===== config.mk =====
export PLATFORM = sky130hd
export DESIGN_NAME = mcu_cmd_ctrl
export DESIGN_NICKNAME = d
export VERILOG_FILES = /design/src/rtl/mcu_cmd_ctrl.sv
export SDC_FILE = /design/constraint.sdc
export NUM_CORES = 1
export LEC_CHECK = 0
export ABC_AREA = 1
export CORE_MARGIN = 2
export CORE_UTILIZATION = 54
export CTS_CLUSTER_DIAMETER = 80
export CTS_CLUSTER_SIZE = 20
export DETAILED_ROUTE_END_ITERATION = 8
export PLACE_DENSITY = 0.85
export SYNTH_ARGS = -nofsm -noshare
export SYNTH_HDL_FRONTEND = slang
export SYNTH_SLANG_ARGS = --single-unit

===== constraint.sdc =====
create_clock -name clk -period 2.4 [get_ports clk]
set_input_delay 0.6 -clock clk [delete_from_list [all_inputs] [get_ports clk]]
set_output_delay 0.6 -clock clk [all_outputs]
set_load 0.02 [all_outputs]

===== src/rtl/mcu_cmd_ctrl.sv =====
// -----------------------------------------------------------------------------
// mcu_cmd_ctrl
//
// Command router for bytes received from the MCU over SPI. The first byte of
// each frame selects a target (1=HID, 2=OSD, 3=SYS, 4=SDC); every following
// byte is forwarded to that target as a one-cycle strobe. The first forwarded
// byte (the command byte) is also flagged on tgt_start. Frames with an
// unknown target id are consumed silently and counted in err_cnt. A frame
// that stays idle for TIMEOUT cycles is aborted: the remaining bytes are
// dropped until frame falls.
//
// Build option:
//   MCU_CMD_SDC_EN  when defined, target id 4 routes to tgt_strobe[3];
//                   otherwise id 4 is an unknown id and bit 3 is tied low.
//
// Parameters:
//   TIMEOUT     idle cycles inside an open frame before the frame is aborted
//   ERR_W       width of the saturating unknown-target error counter
//
// Ports:
//   clk         core clock, rising edge
//   reset_n     asynchronous active-low reset
//   frame       high while an MCU SPI frame is open
//   in_strobe   one-cycle pulse, in_data holds a new received byte
//   in_data     received byte
//   tgt_strobe  one-hot byte strobe per target (bit n = target id n+1)
//   tgt_start   one-hot pulse alongside tgt_strobe for the command byte
//   tgt_data    byte presented to the selected target
//   tgt_reply   reply bytes from the targets, byte n belongs to target bit n
//   reply_data  next byte to be shifted back to the MCU
//   busy        high while the controller is not idle
//   err_cnt     saturating count of frames with an unknown target id
// -----------------------------------------------------------------------------
module mcu_cmd_ctrl #(
   parameter logic [15:0] TIMEOUT = 16'd50000,
   parameter int unsigned ERR_W   = 8
) (
   input  logic             clk,
   input  logic             reset_n,
   input  logic             frame,
   input  logic             in_strobe,
   input  logic [7:0]       in_data,
   output logic [3:0]       tgt_strobe,
   output logic [3:0]       tgt_start,
   output logic [7:0]       tgt_data,
   input  logic [31:0]      tgt_reply,
   output logic [7:0]       reply_data,
   output logic             busy,
   output logic [ERR_W-1:0] err_cnt
);

   typedef enum logic [1:0] {
      StIdle,
      StTarget,
      StRoute,
      StDiscard
   } state_e;

`ifdef MCU_CMD_SDC_EN
   localparam logic [3:0] TgtMask = 4'b1111;
`else
   localparam logic [3:0] TgtMask = 4'b0111;
`endif

   localparam logic [ERR_W-1:0] ErrMax = {ERR_W{1'b1}};

   state_e           state_q, state_d;
   logic             frame_q;
   logic [1:0]       sel_q, sel_d;
   logic [7:0]       byte_cnt_q, byte_cnt_d;
   logic [15:0]      timer_q, timer_d;
   logic [ERR_W-1:0] err_q, err_d;
   logic [3:0]       strobe_q, strobe_d;
   logic [3:0]       start_q, start_d;
   logic [7:0]       data_q, data_d;
   logic [7:0]       reply_q, reply_d;

   logic             frame_rise;
   logic             expired;
   logic             id_valid;
   logic [3:0]       sel_onehot;
   logic [7:0]       reply_byte;

   assign frame_rise = frame & ~frame_q;

   // The timer stops at TIMEOUT, so reaching it is a sticky condition until
   // the state machine leaves TARGET/ROUTE.
   assign expired = (timer_q >= TIMEOUT);

   assign sel_onehot = (4'b0001 << sel_q) & TgtMask;

`ifdef MCU_CMD_SDC_EN
   assign id_valid = (in_data >= 8'd1) && (in_data <= 8'd4);
`else
   assign id_valid = (in_data >= 8'd1) && (in_data <= 8'd3);
   // Reply lane of the absent SDC target is deliberately left unconnected.
   logic unused_sdc_reply;
   assign unused_sdc_reply = ^tgt_reply[31:24];
`endif

   always_comb begin
      reply_byte = 8'h00;
      case (sel_q)
         2'd0:    reply_byte = tgt_reply[7:0];
         2'd1:    reply_byte = tgt_reply[15:8];
         2'd2:    reply_byte = tgt_reply[23:16];
`ifdef MCU_CMD_SDC_EN
         2'd3:    reply_byte = tgt_reply[31:24];
`endif
         default: reply_byte = 8'h00;
      endcase
   end

   // ---------------------------------------------------------------------------
   // Next-state and output logic
   // ---------------------------------------------------------------------------
   always_comb begin
      state_d    = state_q;
      sel_d      = sel_q;
      byte_cnt_d = byte_cnt_q;
      timer_d    = timer_q;
      err_d      = err_q;
      strobe_d   = 4'b0000;
      start_d    = 4'b0000;
      data_d     = data_q;
      reply_d    = reply_q;

      // Byte counter and idle timer only run inside an open frame.
      if (state_q != StIdle && in_strobe && byte_cnt_q != 8'hFF) begin
         byte_cnt_d = byte_cnt_q + 8'd1;
      end

      if (state_q == StTarget || state_q == StRoute) begin
         if (in_strobe) begin
            timer_d = 16'd0;
         end else if (!expired) begin
            timer_d = timer_q + 16'd1;
         end
      end

      unique case (state_q)
         StIdle: begin
            byte_cnt_d = 8'd0;
            timer_d    = 16'd0;
            reply_d    = 8'h00;
            if (frame_rise) begin
               state_d = StTarget;
            end
         end

         StTarget: begin
            reply_d = 8'h00;
            if (expired) begin
               state_d = StDiscard;
            end else if (in_strobe) begin
               // Ids 1..4 map to lane 0..3; id 4 wraps to lane 3 via the 2-bit subtract.
               sel_d = in_data[1:0] - 2'd1;
               if (id_valid) begin
                  state_d = StRoute;
               end else begin
                  state_d = StDiscard;
                  if (err_q != ErrMax) begin
                     err_d = err_q + ERR_W'(1);
                  end
               end
            end
         end

         StRoute: begin
            if (expired) begin
               // Abort: a strobe landing on the expiry cycle is dropped too.
               state_d = StDiscard;
               reply_d = 8'h00;
            end else if (in_strobe) begin
               strobe_d = sel_onehot;
               data_d   = in_data;
               reply_d  = reply_byte;
               // Counter is 1 only right after the id byte; once saturated it
               // can never return to 1, so a long frame cannot re-trigger start.
               if (byte_cnt_q == 8'd1) begin
                  start_d = sel_onehot;
               end
            end
         end

         StDiscard: begin
            reply_d = 8'h00;
            timer_d = 16'd0;
         end

         default: begin
            state_d = StIdle;
         end
      endcase

      // A strobe on the frame's last cycle is still handled above; the return
      // to idle happens on the following edge.
      if (state_q != StIdle && !frame) begin
         state_d = StIdle;
      end
   end

   // ---------------------------------------------------------------------------
   // State registers
   // ---------------------------------------------------------------------------
   always_ff @(posedge clk or negedge reset_n) begin
      if (!reset_n) begin
         state_q    <= StIdle;
         // Treat frame as already high so a frame left open across reset is
         // ignored until it falls and rises again.
         frame_q    <= 1'b1;
         sel_q      <= 2'd0;
         byte_cnt_q <= 8'd0;
         timer_q    <= 16'd0;
         err_q      <= '0;
         strobe_q   <= 4'b0000;
         start_q    <= 4'b0000;
         data_q     <= 8'h00;
         reply_q    <= 8'h00;
      end else begin
         state_q    <= state_d;
         frame_q    <= frame;
         sel_q      <= sel_d;
         byte_cnt_q <= byte_cnt_d;
         timer_q    <= timer_d;
         err_q      <= err_d;
         strobe_q   <= strobe_d;
         start_q    <= start_d;
         data_q     <= data_d;
         reply_q    <= reply_d;
      end
   end

   assign tgt_strobe = strobe_q;
   assign tgt_start  = start_q;
   assign tgt_data   = data_q;
   assign reply_data = reply_q;
   assign busy       = (state_q != StIdle);
   assign err_cnt    = err_q;

endmodule


# After elaboration in Yosys (flattened, before gate mapping)
# Index checks and enable logic that the tools add are counted.
dict set report word_totals {
  regBits 61
  inputBits 44
  output_inout_bits 33
  wordCells 78
}
dict set report classes {
  bitwise_logic 4
  reduce_logical 19
  n_eq_ne 13
  n_shift 1
  n_mux 24
  order_cmp 3
  n_addsub 4
}
# cell n
set ops {}
lappend ops {{$mux W16} 4}
lappend ops {{$mux W8} 4}
lappend ops {{$pmux W8 S3} 1}
lappend ops {{$mux W3} 7}
lappend ops {{$add A16 B1 Y16 const B} 1}
lappend ops {{$add A8 B1 Y8 const B} 2}
lappend ops {{$ge A16 B16 Y1 const B} 1}
lappend ops {{$ne A8 B8 Y1 const B} 2}
lappend ops {{$pmux W8 S2} 1}
lappend ops {{$mux W2} 5}
lappend ops {{$ne A3 B3 Y1 const B} 3}
lappend ops {{$eq A8 B1 Y1 const B} 1}
lappend ops {{$ge A8 B1 Y1 const B} 1}
lappend ops {{$le A8 B2 Y1 const B} 1}
lappend ops {{$eq A2 B2 Y1 const B} 3}
lappend ops {{$pmux W2 S3} 1}
lappend ops {{$reduce_and A3 Y1} 2}
lappend ops {{$reduce_bool A2 Y1} 3}
lappend ops {{$reduce_and A5 Y1} 1}
lappend ops {{$eq A2 B1 Y1 const B} 2}
lappend ops {{$logic_and A1 B1 Y1} 4}
lappend ops {{$logic_not A2 Y1} 2}
lappend ops {{$ne A4 B3 Y1 const B} 1}
lappend ops {{$reduce_and A4 Y1} 1}
lappend ops {{12 further kinds} 14}

# Longest topological paths before layout
# Gate-level depths: netlist of run 1.
dict set report logic_depth {
  ltp_word 7
  mapped_depth 11
  mapped_depth_nobuf 11
}

# Least setup slack after synthesis of run 1
# OpenSTA, ideal clock, no wires.
dict set report synth_timing {
  path_kind {reg2reg}
  from {register state_q[0]}
  to {register timer_q[3]}
  slack_ns 0.800
  arrival_ns 1.481
  stages_incl_launch_ff 10
  required_time_ns 2.281
  period_less_slack_ns 1.600
  cell_sequence {dfrtp_1 -> inv_1 -> ha_1 -> buf_2 -> inv_1 -> nor2_4 -> nand2_2 -> buf_6 -> a21oi_1 -> nor2_1}
}
dict set report synth_via {
  elab_chain_cells 4
  elab_cells_between_ends 10
}
# element line_no
set synth_lines {}
lappend synth_lines {{start, declared} 67} ;# state_e state_q, state_d;
lappend synth_lines {{start signal, assigned} 208} ;# state_q <= StIdle;
lappend synth_lines {{start signal, assigned} 221} ;# state_q <= state_d;
lappend synth_lines {{$eq A2 B2 Y1 (tied with other cells)} 141} ;# unique case (state_q)
lappend synth_lines {{$reduce_or A2 Y1 (no line) or $logic_or A1 B1 Y1 (tied branches)} n/a}
lappend synth_lines {{$ne A3 B3 Y1 (no line) or $reduce_bool A2 Y1 (tied branches)} n/a}
lappend synth_lines {{$reduce_and A2 Y1 (no line)} n/a}
lappend synth_lines {{end signal, assigned} 225} ;# timer_q <= timer_d;
lappend synth_lines {{end, declared} 71} ;# logic [15:0] timer_q, timer_d;
# Parallel ways exist; a longest one is shown, timed or not.
# A chain may end at the register's enable or synchronous reset.

# Worst setup path after layout of run 1
dict set report layout_timing {
  from {register state_q[0]}
  to {output busy}
}
dict set report layout_via {
  elab_chain_cells 1
}
# element line_no
set layout_lines {}
lappend layout_lines {{$reduce_bool A2 Y1} 238} ;# assign busy = (state_q != StIdle);
lappend layout_lines {{end, declared} 48} ;# output logic busy,
# Every way passes these cells.

==> flow_summary.rst, run 1 <==
.. list-table::
   :header-rows: 1

   * - Metric
     - Value
   * - Final setup violation count
     - 0
   * - Grt ovf
     - 0
   * - Kind of end point of the critical path
     - primary output
   * - Post-route standard cell area excluding fillers
     - roughly 0.0043 mm^2
   * - Count of flip-flops with a built-in enable after synthesis
     - 0
   * - Maximum operating frequency
     - about 430 MHz
   * - Core region area
     - roughly 0.006 mm^2
   * - Buffer count from post-CTS setup fixing
     - 0
   * - Combinational share of power
     - 36.4%
   * - Path class of the lowest-slack min-delay path
     - in2async
   * - Global-route wire length before repair
     - around 14 mm
   * - Detailed router's first-iteration violation count
     - 146
   * - Worst Skew
     - around 11 ps
   * - Area growth syn-to-layout
     - 28.6%
   * - Share of the clock period used by the worst path after layout
     - 95.8%
   * - Power per cell area
     - between 800 and 900 mW/mm^2
   * - Relative contribution of sequential cells to total power
     - around 36%
   * - Clock tree from TritonCTS
     - done
   * - Post-detailed-route count of antenna-violating nets
     - 0
   * - Vias
     - roughly 3100
   * - Internal power
     - between 2000 and 2500 uW
   * - Die Width
     - around 83 um
   * - Area of the die
     - approximately 0.0069 mm^2
   * - Global-route met1 utilization
     - a little under 30%
   * - Switching Share
     - between 30 and 40%
   * - Num ports
     - between 70 and 80
   * - PortBufs
     - 66
   * - Post-CTS resize count
     - 0
   * - Latest clock arrival within the worst-skew pair
     - 350 ps
   * - Hold_buf cts
     - 0
   * - Last weighted congestion value of the routability-driven placer
     - about 0.93
   * - Total clock buffers created by CTS
     - 9
   * - Count of mapped cells out of synthesis
     - roughly 440
   * - Count of synthesis-stage warnings from yosys
     - 0
   * - Setup repair after global routing missed its margin
     - no
   * - Pin slew with the least headroom to its limit
     - 573 ps
   * - WL final
     - just under 8 mm
   * - Vias per cell
     - between 5 and 6
   * - Number of remaining DRC errors
     - 0
   * - Critical path's top delay family
     - buffers and inverters
   * - Net switching power
     - ~1400 uW
   * - Crit path launch type
     - flop
   * - Critical Path RT
     - around 1800 ps
   * - Cell Chain, Critical Path
     - inv_1 -> ha_1 -> inv_1 -> clkdlybuf4s50_1
   * - Most common flop cell mapped by yosys
     - dfrtp_1
   * - Post-DP HPWL
     - 5.90 mm
   * - Clock Tree Buf Depth
     - 2
   * - Number of violations of the max-capacitance limit
     - 0
   * - Crit path buffers/inverters
     - 3
   * - Largest cells by area after synthesis
     - dfrtp_1 43%, nand2_1 17%, nand3_1 7.1%
   * - Initial Utilization
     - around 56%
   * - Count of TritonRoute iterations in the first routing pass
     - 4
   * - Largest area contributor in the synthesized netlist
     - dfrtp_1
   * - Count of unique library cells instantiated by Yosys
     - 34
   * - Area share of the largest cell type after synthesis
     - a little over two fifths
   * - Largest net degree at the start of global routing
     - 60
   * - Run status
     - completed
   * - Placed inst area
     - between 0.004 and 0.005 mm^2
   * - Worst ir drop on vdd
     - between 0.5 and 0.6 mV
   * - Area of the mapped netlist
     - roughly 0.0034 mm^2
   * - Post-layout min period
     - 2300 ps
   * - Final-layout setup total negative slack
     - 0 ps
   * - Count of antenna diodes in the layout
     - 0
   * - Overall routing resource usage
     - about a quarter
   * - Count of clock tree sinks
     - 59
   * - Most utilized layer in the global route result
     - met2
   * - Number of flip-flops and latches in the synthesized netlist
     - between 50 and 60
   * - Worst setup path category
     - reg2out
   * - Worst-path fanout max
     - 3
   * - Crit path max-delay cell type
     - clkdlybuf4s50_1
   * - Rel. slew slack
     - 61.7%
   * - Number of antenna violations at the first check in global routing
     - 0
   * - Deepest level of the CTS H-tree
     - 3
   * - Number of pins exceeding their max-slew limit in the final report
     - 0
   * - Floorplan die height
     - roughly 83 um
   * - Register area share after synthesis
     - between 40% and 50%
   * - Share of flip-flops with an asynchronous set or reset
     - 100%
   * - Met3 GRT Util
     - ~5.6%
   * - Most common cell on crit path
     - inv_1
   * - Leakage power of the design
     - around 0.0021 uW
   * - Final layout net count
     - between 500 and 600
   * - Root Buffer
     - clkbuf_8
   * - Overall Power
     - 3650 uW
   * - Number of rows created at floorplan
     - 28
   * - Hold violation count in the final report
     - 0
   * - Number of global-route vias before repair
     - between 2000 and 3000
   * - Synthesized area per cell
     - ~7.6 um^2
   * - Met2 capacity usage during global routing
     - between 40 and 50%
   * - Clock transition at path regs
     - 80 ps
   * - Clock power frac
     - about 28%
   * - Proportion of layout cells with a drive suffix above 1
     - 8.40%
   * - Layout Utilization
     - roughly 73%
   * - Critical path arrival
     - about 1700 ps
   * - Slowest cell delay on critical path
     - around 600 ps
   * - Final routed wire length divided by cell count
     - 13.2 um
## metrics by stage
| stage | worst slack [ps] | hold slack [ps] | instances |
|---|---|---|---|
| final | 99.6 | 248 | 599 |
| after global routing | 5.41 | 277 | 599 |
| after CTS | 76.0 | 250 | 599 |
| after detailed placement | 102 | 461 | 583 |
| after global placement | 178 | 457 | 583 |
| after floorplan | 800 | 304 | 445 |
## registers in the layout, indices dropped and copies added, names as in the netlist
register,cells
timer_q,16
byte_cnt_q,8
err_cnt,8
reply_data,8
tgt_data,8
tgt_start,3
tgt_strobe,3
sel_q,2
state_q,2
frame_q,1
## layout by cell type (no fill, tap or decap), drive strengths merged
| master | Yosys | layout |
|---|---|---|
| clkinv | 0 | 2 |
| clkinvlp | 0 | 2 |
| clkbuf | 1 | 9 |
| xor2 | 10 | 10 |
| a21oi | 10 | 10 |
| ha | 10 | 10 |
| and2 | 1 | 1 |
| o2bb2ai | 1 | 1 |
| nor4 | 1 | 1 |
| xnor2 | 2 | 2 |
| nand4 | 7 | 7 |
| dfrtp | 58 | 58 |
| dfstp | 1 | 1 |
| nor2 | 46 | 46 |
| inv | 45 | 46 |
| o22ai | 1 | 1 |
| clkdlybuf4s50 | 0 | 65 |
| o21ai | 21 | 21 |
| nand2 | 158 | 158 |
| nor3 | 9 | 9 |
| bufinv | 0 | 2 |
| conb | 1 | 2 |
| nand3 | 52 | 52 |
| o21a | 1 | 1 |
| buf | 8 | 7 |
## logic make-up after synthesis
| logic type | count (synthesis) | synth area share [%] |
|---|---|---|
| AOI/OAI and AO/OA | 34 | 5.56 |
| xor gates and xnor gates | 12 | 3.11 |
| adders and majority gates | 10 | 3.70 |
| buffers and inverters | 54 | 7.22 |
| DFF | 59 | 43.7 |
| other | 1 | 0.111 |
| and+or+nand+nor | 274 | 36.6 |
## cells in the mapped netlist (3+ instances only)
| library cell | count |
|---|---|
| buf_6 | 3 |
| nor2_1 | 41 |
| o21ai_0 | 15 |
| a21oi_1 | 9 |
| dfrtp_1 | 58 |
| nor3_1 | 8 |
| nand3_1 | 48 |
| o21ai_1 | 6 |
| nand2_2 | 4 |
| inv_1 | 43 |
| buf_4 | 3 |
| ha_1 | 10 |
| nand4_1 | 7 |
| xor2_1 | 10 |
| nand2_1 | 152 |
## final timing paths
check	from	to	slack [ps]	cells after the start
max	state_q[0]$_DFFE_PN0P_	busy	100	4
min	reset_n	timer_q[8]$_DFFE_PN0P_	250	2
max reg2reg	state_q[0]$_DFFE_PN0P_	timer_q[5]$_DFFE_PN0P_	510	7
min reg2reg	tgt_data[3]$_DFFE_PN0P_	tgt_data[3]$_DFFE_PN0P_	480	2
max in group asynchronous	reset_n	frame_q$_DFF_PN1_	1860	2
min in group clk	tgt_data[3]$_DFFE_PN0P_	tgt_data[3]$_DFFE_PN0P_	480	2
## final cells by class
class                           instances  area [um^2]
Multi-Input combinational cell        332         1660
Fill cell                             474         1650
Sequential cell                        59         1480
Timing Repair Buffer                   72          713
Inverter                               45          174
Clock buffer                            9          124
Clock inverter                          7          101
Tap cell                               75         93.8
## power groups by stage
stage | clock (uW) | combinational, uW | sequential, uW
after floorplan | 0 | 679 | 1430
after global placement | 0 | 1290 | 1310
after detailed placement | 0 | 1330 | 1310
after CTS | 1030 | 1340 | 1300
after global routing | 1080 | 1480 | 1330
final | 1020 | 1330 | 1300
## per-layer routing
layer	vias up	part of all wire, %
met5	-	0
met4	0	2.0
li1	1560	-
met1	1428	43
met3	16	3.8
met2	62	51
(Power assumes the default switching activity.)
==> run 2: changes to the inputs <==
--- a/config.mk
+++ b/config.mk
@@ -8,10 +8,9 @@
 export ABC_AREA = 1
 export CORE_MARGIN = 2
 export CORE_UTILIZATION = 54
-export CTS_CLUSTER_DIAMETER = 80
 export CTS_CLUSTER_SIZE = 20
 export DETAILED_ROUTE_END_ITERATION = 8
-export PLACE_DENSITY = 0.85
+export PLACE_DENSITY_LB_ADDON = 0.25
 export SYNTH_ARGS = -nofsm -noshare
 export SYNTH_HDL_FRONTEND = slang
 export SYNTH_SLANG_ARGS = --single-unit
==> flow_summary.rst, run 2 (synthesized netlist as in run 1, its figures left out) <==
.. list-table::
   :header-rows: 1

   * - Metric
     - Value
   * - Area growth syn-to-layout
     - 27.3%
   * - Deepest level of the CTS H-tree
     - 3
   * - Detailed router's first-iteration violation count
     - a little over 100
   * - Area of the multi-input gates
     - between 0.0015 and 0.002 mm^2
   * - Post-route standard cell area excluding fillers
     - about 0.0043 mm^2
   * - Most frequent standard cell in the layout excluding fill and tap cells
     - nand2_1
   * - Most utilized layer in the global route result
     - met2
   * - Clock Tree Buf Depth
     - 2
   * - Critical Path RT
     - between 1500 and 2000 ps
   * - Post-layout min period
     - ~2300 ps
   * - Number of antenna violations at the first check in global routing
     - 0
   * - Met2 capacity usage during global routing
     - about 40%
   * - Die Width
     - ~83 um
   * - Hold violation count in the final report
     - 0
   * - Power per cell area
     - between 700 and 800 mW/mm^2
   * - Grt ovf
     - 0
   * - Largest net degree at the start of global routing
     - 26
   * - Leakage power of the design
     - about 0.0021 uW
   * - Top reg by flops
     - timer_q
   * - Final routed wire length divided by cell count
     - ~13 um
   * - Final setup violation count
     - 0
   * - Area of the die
     - 0.00690 mm^2
   * - Final-layout fill cell count
     - 479
   * - Number of violations of the max-capacitance limit
     - 0
   * - Total clock buffers created by CTS
     - 9
   * - Maximum operating frequency
     - around 440 MHz
   * - Final layout net count
     - around 570
   * - Cell Chain, Critical Path
     - inv_1 -> ha_1 -> inv_1 -> clkdlybuf4s50_1
   * - Crit path launch type
     - flop
   * - Root Buffer
     - clkbuf_8
   * - Count of clock tree sinks
     - 59
   * - Vias per cell
     - 5.04
   * - Post-CTS resize count
     - 0
   * - Worst ir drop on vdd
     - 0.769 mV
   * - Slowest cell delay on critical path
     - approximately 610 ps
   * - Clock transition at path regs
     - roughly 60 ps
   * - Kind of end point of the critical path
     - primary output
   * - Post-Place Worst Slack
     - 158 ps
   * - Num ports
     - 77
   * - Path class of the lowest-slack min-delay path
     - in2async
   * - Number of remaining DRC errors
     - 0
   * - Worst-path fanout max
     - 3
   * - Count of TritonRoute iterations in the first routing pass
     - 5
   * - Global-route wire length before repair
     - between 10 and 15 mm
   * - Floorplan die height
     - between 80 and 90 um
   * - Rel. slew slack
     - 58.0%
   * - Share of the clock period used by the worst path after layout
     - a little over nine tenths
   * - Critical path arrival
     - about 1700 ps
   * - Pin slew with the least headroom to its limit
     - around 630 ps
   * - Leading cell types in the layout, fill and taps excluded
     - 152 x nand2_1, 65 x clkdlybuf4s50_1, 58 x dfrtp_1
   * - Worst hold-check slack
     - roughly 280 ps
   * - Placed inst area
     - 0.00413 mm^2
   * - Latest clock arrival within the worst-skew pair
     - 330 ps
   * - Number of global-route vias before repair
     - just under 3000
   * - Initial Utilization
     - a little under three fifths
   * - Overall routing resource usage
     - 23.6%
   * - Clock tree from TritonCTS
     - done
   * - Worst Skew
     - between 5 and 6 ps
   * - Number of pins exceeding their max-slew limit in the final report
     - 0
   * - Core region area
     - between 0.005 and 0.006 mm^2
   * - Worst setup path category
     - reg2out
   * - Post-DP HPWL
     - around 6 mm
   * - FF+latch area
     - approximately 0.0015 mm^2
   * - Run status
     - completed
   * - Met3 GRT Util
     - under 10%
   * - Setup repair after global routing missed its margin
     - no
   * - Proportion of layout cells with a drive suffix above 1
     - about 8.0%
   * - Setup ws final
     - 124 ps
   * - PortBufs
     - 66
   * - Hold_buf cts
     - 0
   * - Number of rows created at floorplan
     - 28
   * - Global-route met1 utilization
     - about 29%
   * - Post-detailed-route count of antenna-violating nets
     - 0
   * - Final-layout setup total negative slack
     - 0 ps
   * - Most common cell on crit path
     - inv_1
   * - Vias
     - roughly 3000
   * - Largest register FFs
     - 16
   * - Last weighted congestion value of the routability-driven placer
     - 0.892
   * - WL final
     - between 7 and 8 mm
   * - Crit path max-delay cell type
     - clkdlybuf4s50_1
   * - Count of antenna diodes in the layout
     - 0
   * - Buffer count from post-CTS setup fixing
     - 0
run 2: path summary, 6_finish.rpt:
kind	start	end	slack [ps]	cells after the start
max	state_q[1]$_DFFE_PN0P_	busy	120	4
min	reset_n	timer_q[12]$_DFFE_PN0P_	280	1
max reg2reg	state_q[1]$_DFFE_PN0P_	timer_q[5]$_DFFE_PN0P_	530	7
min reg2reg	tgt_data[7]$_DFFE_PN0P_	tgt_data[7]$_DFFE_PN0P_	480	2
max in group asynchronous	reset_n	frame_q$_DFF_PN1_	1420	2
min in group clk	tgt_data[7]$_DFFE_PN0P_	tgt_data[7]$_DFFE_PN0P_	480	2
run 2: per-layer routing:
metal  vias to the layer above  share of wire (%)
met5                         -                  0
met4                         0                1.4
met2                        68                 50
li1                       1563                  -
met1                      1383                 45
met3                         9                4.1
run 2: cell type report:
type                            count  share of cell area (%)
Tap cell                           75                    2.18
Multi-Input combinational cell    332                    38.6
Sequential cell                    59                    34.4
Inverter                           45                    4.05
Clock buffer                       14                    3.78
Clock inverter                      2                   0.233
Timing Repair Buffer               73                    16.8
run 2: power breakdown:
part           switching (uW)  internal [uW]
Clock                     366            429
Combinational             791            539
Sequential                138           1160
run 2: critical path, delay by kind of cell (launching register included):
| family | cells | cell delay, ps |
|---|---|---|
| fa+ha+maj | 1 | 190 |
| buf+inv | 3 | 790 |
| flops | 1 | 370 |
run 2: through the flow:
step / power, uW / utilization (%) / std cells
detailed placement: 2650 / 68.9 / 584
CTS: 3450 / 71.8 / 600
global route: 3670 / 71.8 / 600
global placement: 2610 / 68.9 / 584
floorplan: 2110 / - / 445
finish: 3430 / 71.8 / 600
